===== src/rtl/mem_port_arbiter.sv =====
// Shares one memory port between instruction fetch and data access.
// Each access runs IDLE -> WAIT -> RESP and ends in a one-cycle valid pulse to its owner.
module mem_port_arbiter #(
    parameter int unsigned TIMEOUT_CYC = 16
) (
    input  logic        clk,
    input  logic        rst,

    input  logic        if_req,
    input  logic [31:0] if_addr,
    output logic [31:0] if_rdata,
    output logic        if_valid,

    input  logic        dm_req,
    input  logic        dm_we,
    input  logic [3:0]  dm_wstrb,
    input  logic [31:0] dm_addr,
    input  logic [31:0] dm_wdata,
    output logic [31:0] dm_rdata,
    output logic        dm_valid,

    output logic        mem_req,
    output logic        mem_we,
    output logic [3:0]  mem_wstrb,
    output logic [31:0] mem_addr,
    output logic [31:0] mem_wdata,
    input  logic [31:0] mem_rdata,
    input  logic        mem_ack,

    output logic        stall_o,
    output logic        err_o
);

    typedef enum logic [1:0] {
        ST_IDLE,
        ST_WAIT,
        ST_RESP
    } state_t;

    typedef enum logic {
        OWN_IF,
        OWN_DM
    } owner_t;

    localparam logic [7:0] CNT_LAST = 8'(TIMEOUT_CYC - 1);

    state_t      r_state;
    owner_t      r_owner;
    owner_t      r_last_grant;
    logic [7:0]  r_cnt;

    logic        r_mem_req;
    logic        r_mem_we;
    logic [3:0]  r_mem_wstrb;
    logic [31:0] r_mem_addr;
    logic [31:0] r_mem_wdata;

    logic [31:0] r_if_rdata;
    logic        r_if_valid;
    logic [31:0] r_dm_rdata;
    logic        r_dm_valid;
    logic        r_err;

    logic        w_grant_any;
    logic        w_grant_dm;
    logic [31:0] w_ack_data;

    assign w_grant_any = if_req | dm_req;
    // Under contention the requester that did not win last time is served.
    assign w_grant_dm  = dm_req & (~if_req | (r_last_grant == OWN_IF));
    assign w_ack_data  = r_mem_we ? '0 : mem_rdata;

    always_ff @(posedge clk) begin
        if (!rst) begin
            r_state      <= ST_IDLE;
            r_owner      <= OWN_IF;
            r_last_grant <= OWN_IF;
            r_cnt        <= '0;
            r_mem_req    <= 1'b0;
            r_mem_we     <= 1'b0;
            r_mem_wstrb  <= '0;
            r_mem_addr   <= '0;
            r_mem_wdata  <= '0;
            r_if_rdata   <= '0;
            r_if_valid   <= 1'b0;
            r_dm_rdata   <= '0;
            r_dm_valid   <= 1'b0;
            r_err        <= 1'b0;
        end else begin
            r_if_valid <= 1'b0;
            r_dm_valid <= 1'b0;
            r_err      <= 1'b0;

            case (r_state)
                ST_IDLE: begin
                    if (w_grant_any) begin
                        r_mem_req <= 1'b1;
                        r_cnt     <= '0;
                        r_state   <= ST_WAIT;
                        if (w_grant_dm) begin
                            r_owner      <= OWN_DM;
                            r_last_grant <= OWN_DM;
                            r_mem_we     <= dm_we;
                            r_mem_wstrb  <= dm_we ? dm_wstrb : 4'b0000;
                            r_mem_addr   <= dm_addr;
                            r_mem_wdata  <= dm_wdata;
                        end else begin
                            r_owner      <= OWN_IF;
                            r_last_grant <= OWN_IF;
                            r_mem_we     <= 1'b0;
                            r_mem_wstrb  <= 4'b0000;
                            r_mem_addr   <= if_addr;
                            r_mem_wdata  <= '0;
                        end
                    end
                end

                ST_WAIT: begin
                    if (mem_ack) begin
                        r_mem_req <= 1'b0;
                        r_state   <= ST_RESP;
                        if (r_owner == OWN_DM) begin
                            r_dm_rdata <= w_ack_data;
                            r_dm_valid <= 1'b1;
                        end else begin
                            r_if_rdata <= w_ack_data;
                            r_if_valid <= 1'b1;
                        end
                    end else if (r_cnt == CNT_LAST) begin
                        // Abort: complete the access towards the owner with zero data and an error.
                        r_mem_req <= 1'b0;
                        r_err     <= 1'b1;
                        r_state   <= ST_RESP;
                        if (r_owner == OWN_DM) begin
                            r_dm_rdata <= '0;
                            r_dm_valid <= 1'b1;
                        end else begin
                            r_if_rdata <= '0;
                            r_if_valid <= 1'b1;
                        end
                    end else begin
                        r_cnt <= r_cnt + 8'd1;
                    end
                end

                ST_RESP: begin
                    r_state <= ST_IDLE;
                end

                default: begin
                    r_state   <= ST_IDLE;
                    r_mem_req <= 1'b0;
                end
            endcase
        end
    end

    assign mem_req   = r_mem_req;
    assign mem_we    = r_mem_we;
    assign mem_wstrb = r_mem_wstrb;
    assign mem_addr  = r_mem_addr;
    assign mem_wdata = r_mem_wdata;

    assign if_rdata  = r_if_rdata;
    assign if_valid  = r_if_valid;
    assign dm_rdata  = r_dm_rdata;
    assign dm_valid  = r_dm_valid;
    assign err_o     = r_err;

    assign stall_o   = (if_req & ~r_if_valid) | (dm_req & ~r_dm_valid);

endmodule

===== config.mk =====
export PLATFORM = sky130hd
export DESIGN_NAME = mem_port_arbiter
export DESIGN_NICKNAME = d
export VERILOG_FILES = /design/src/rtl/mem_port_arbiter.sv
export SDC_FILE = /design/constraint.sdc
export NUM_CORES = 1
export LEC_CHECK = 0
export CORE_ASPECT_RATIO = 0.8
export CORE_UTILIZATION = 40
export CTS_CLUSTER_SIZE = 30
export DETAILED_ROUTE_END_ITERATION = 12
export PLACE_DENSITY = 0.76
export SYNTH_ARGS = -nofsm -noshare
export SYNTH_HDL_FRONTEND = slang
export SYNTH_SLANG_ARGS = --single-unit

===== constraint.sdc =====
create_clock -name clk -period 2 [get_ports clk]
set_clock_uncertainty 0.05 [all_clocks]
set_input_delay 0.2 -clock clk [delete_from_list [all_inputs] [get_ports clk]]
set_output_delay 0.2 -clock clk [all_outputs]
set_load 0.005 [all_outputs]

==> reports/metrics.cfg <==
[detailed_routing]
drtIter0Drc = 209
antenna_left = 0
drc = 0
drt-vias-per-instance = 5.23
num_vias = 5064
wl_mm = 16.1
firstDrtPassIters = 5
wire_per_inst_um = 16.7

[floorplan]
fp-row-count = 38
die_w_um = 134
core-area_mm2 = 0.0136
io_pins = 276
dieHeight_um = 107
start_util = 0.409
die_area_mm2 = 0.0143

[status]
status = completed

[logic_synthesis]
synthArstFlopShare = 0
synth_seq_area_share = 0.535
ys.warnings.count = 0
synth_top_family_by_area = compound AO/OA/AOI/OAI gates
synth-xor-area-share = 0
syn_inst = 504
synth-seq-cells = 148
synth-compound-area-share = 0.256
synth_nets = 643
syn_area_mm2 = 0.00554
yosys.area_share.adder = 0.00226
synth_edf_count = 0
synth-simple-area-share = 0.0977
synth_mux_area_frac = 0.0598
synth_flop_cell = dfxtp_1
synth.distinct_cells = 50
syn_area_per_cell_um2 = 11.0

[global_routing]
grt_pass1_vias = 4960
grtUsageTotal = 0.223
grt_overflow_total = 0
grt_start_max_net_pins = 63
grt_pass1_wl_mm = 25.2
antenna_found_initial = 0

[sta]
relSlewSlack = 0.612
final-hold-violation-count = 0
rsz0062_at_grt = no
slew_violations = 0
clock.fmax_mhz = 532
setup_tns_ns = 0
finalCritPeriodShare = 0.941
worst_slew_pin_slew_ns = 0.582
setup_viol = 0
min_period_ns = 1.88

[clocking]
htreeDepth = 4
ctsResizeCount = 0
cts_made_buffers = 17
cts_buffer_depth = 2
clock_latency_ns = 0.40
root_buffer = clkbuf_16
tritoncts = done
holdBufCountCts = 0
path_clk_slew_ns = 0.07
post_cts_buffers = 0
clock_sinks = 148

[power]
p_leak_nw = 3.49
p_total_w = 0.00770
peakVddDrop_uv = 627
power_density_mw_per_mm2 = 840

[cells_and_area]
layout.cells.most_common = clkdlybuf4s50_1
mostFrequentLayoutCells = 275 x clkdlybuf4s50_1, 148 x dfxtp_1, 73 x nor2_1
area_growth_pct = 65.5
fin_nets = 914
design_area_mm2 = 0.00917
drive_above_1_share = 0.112
diodes = 0
final_util = 0.677
instances_no_fill = 968

[placement]
dp_hpwl_mm = 11.9
portBuffers = 275
gp_congestion = 0.874
dp_cells = 936
dpl_cell_area_mm2 = 0.00857

[hold_path]
hold_class = in2reg

[critical_path]
critPathLaunchType = flip-flop
worstSetupEndpointType = flip-flop
path_class = reg2reg
worstPathArrival_ns = 2.17
crit_required_ns = 2.29
crit_path_max_fanout = 6

[flow_run]
timing.max_cap.violations = 0

==> report_power, final <==
group / internal [W] / leakage [nW] / total, W / switching, W
combinational: 0.000774 / 1.98 / 0.00129 / 0.000516
sequential: 0.00312 / 1.21 / 0.00322 / 0.000104
clock: 0.00180 / 0.292 / 0.00319 / 0.00139
total: 0.00569 / 3.49 / 0.00770 / 0.00201
==> critical path, cell delays in order (launching register included) <==
cell	delay [ns]
dfxtp_1	0.35
ha_1	0.25
and3_1	0.25
a211o_1	0.36
o41a_1	0.42
a21oi_1	0.14
==> state kept, by name, summed over array words and instances, names as in the netlist <==
| register | flops |
|---|---|
| dm_rdata | 32 |
| dm_valid | 1 |
| err_o | 1 |
| if_rdata | 32 |
| if_valid | 1 |
| mem_addr | 32 |
| mem_req | 1 |
| mem_wdata | 32 |
| mem_we | 1 |
| mem_wstrb | 4 |
| r_cnt | 8 |
| r_last_grant | 1 |
| r_state | 2 |
==> cell type report <==
cell class | count | area (um2)
Clock buffer | 17 | 425
Clock inverter | 15 | 180
Fill cell | 1013 | 4380
Inverter | 4 | 15.0
Multi-Input combinational cell | 309 | 2340
Sequential cell | 148 | 2960
Tap cell | 180 | 225
Timing Repair Buffer | 295 | 3030
==> final timing paths <==
path,startpoint,end,slack [ns],depth (start not counted)
max,r_cnt[0],r_cnt[7],0.12,5
min,mem_rdata[22],dm_rdata[22],0.37,2
max reg2reg,r_cnt[0],r_cnt[7],0.12,5
min reg2reg,if_rdata[18],if_rdata[18],0.42,1
==> metrics by stage <==
| stage | hold slack [ns] | setup WS [ns] |
|---|---|---|
| 6_report | 0.373 | 0.119 |
| 5_1_grt | 0.360 | 0.00771 |
| 3_3_place_gp | 0.406 | 0.154 |
| 3_5_place_dp | 0.403 | 0.0676 |
| 4_1_cts | 0.356 | 0.122 |
| 2_1_floorplan | 0.226 | 0.288 |
==> metal layers <==
metal,wire (um),track usage,up-vias,share of wire
li1,-,-,2431,-
met1,6500,0.252,2399,0.40
met2,8110,0.385,218,0.50
met3,1310,0.0838,16,0.081
met4,224,0.0763,0,0.014
met5,0,0,-,0
==> Yosys cell counts, types with 2 or more instances <==
master,n,share of area
a211oi_1,32,0.043
buf_4,3,0.0041
o21ai_0,4,0.0036
buf_2,17,0.015
nor2_8,2,0.0072
a31oi_2,2,0.0045
nor2_1,73,0.049
dfxtp_1,148,0.53
or3_1,3,0.0034
a22oi_2,19,0.043
nand2_1,4,0.0027
a31oi_1,2,0.0023
a22o_1,64,0.10
nand4_1,2,0.0023
nand3_1,11,0.0099
a22oi_1,14,0.019
buf_6,9,0.018
nor3_1,3,0.0027
a21o_1,2,0.0027
mux2i_1,32,0.058
a32oi_1,4,0.0063
a21oi_1,9,0.0081
inv_1,3,0.0020
a21boi_1,2,0.0027
nor4_1,2,0.0023
clkbuf_1,14,0.0095
==> cells by family after synthesis <==
| logic type | after synthesis |
|---|---|
| fa+ha+maj | 1 |
| simple gates | 110 |
| compound gates | 165 |
| flops | 148 |
| buf+inv | 47 |
| mux | 33 |
(Power assumes the default switching activity.)
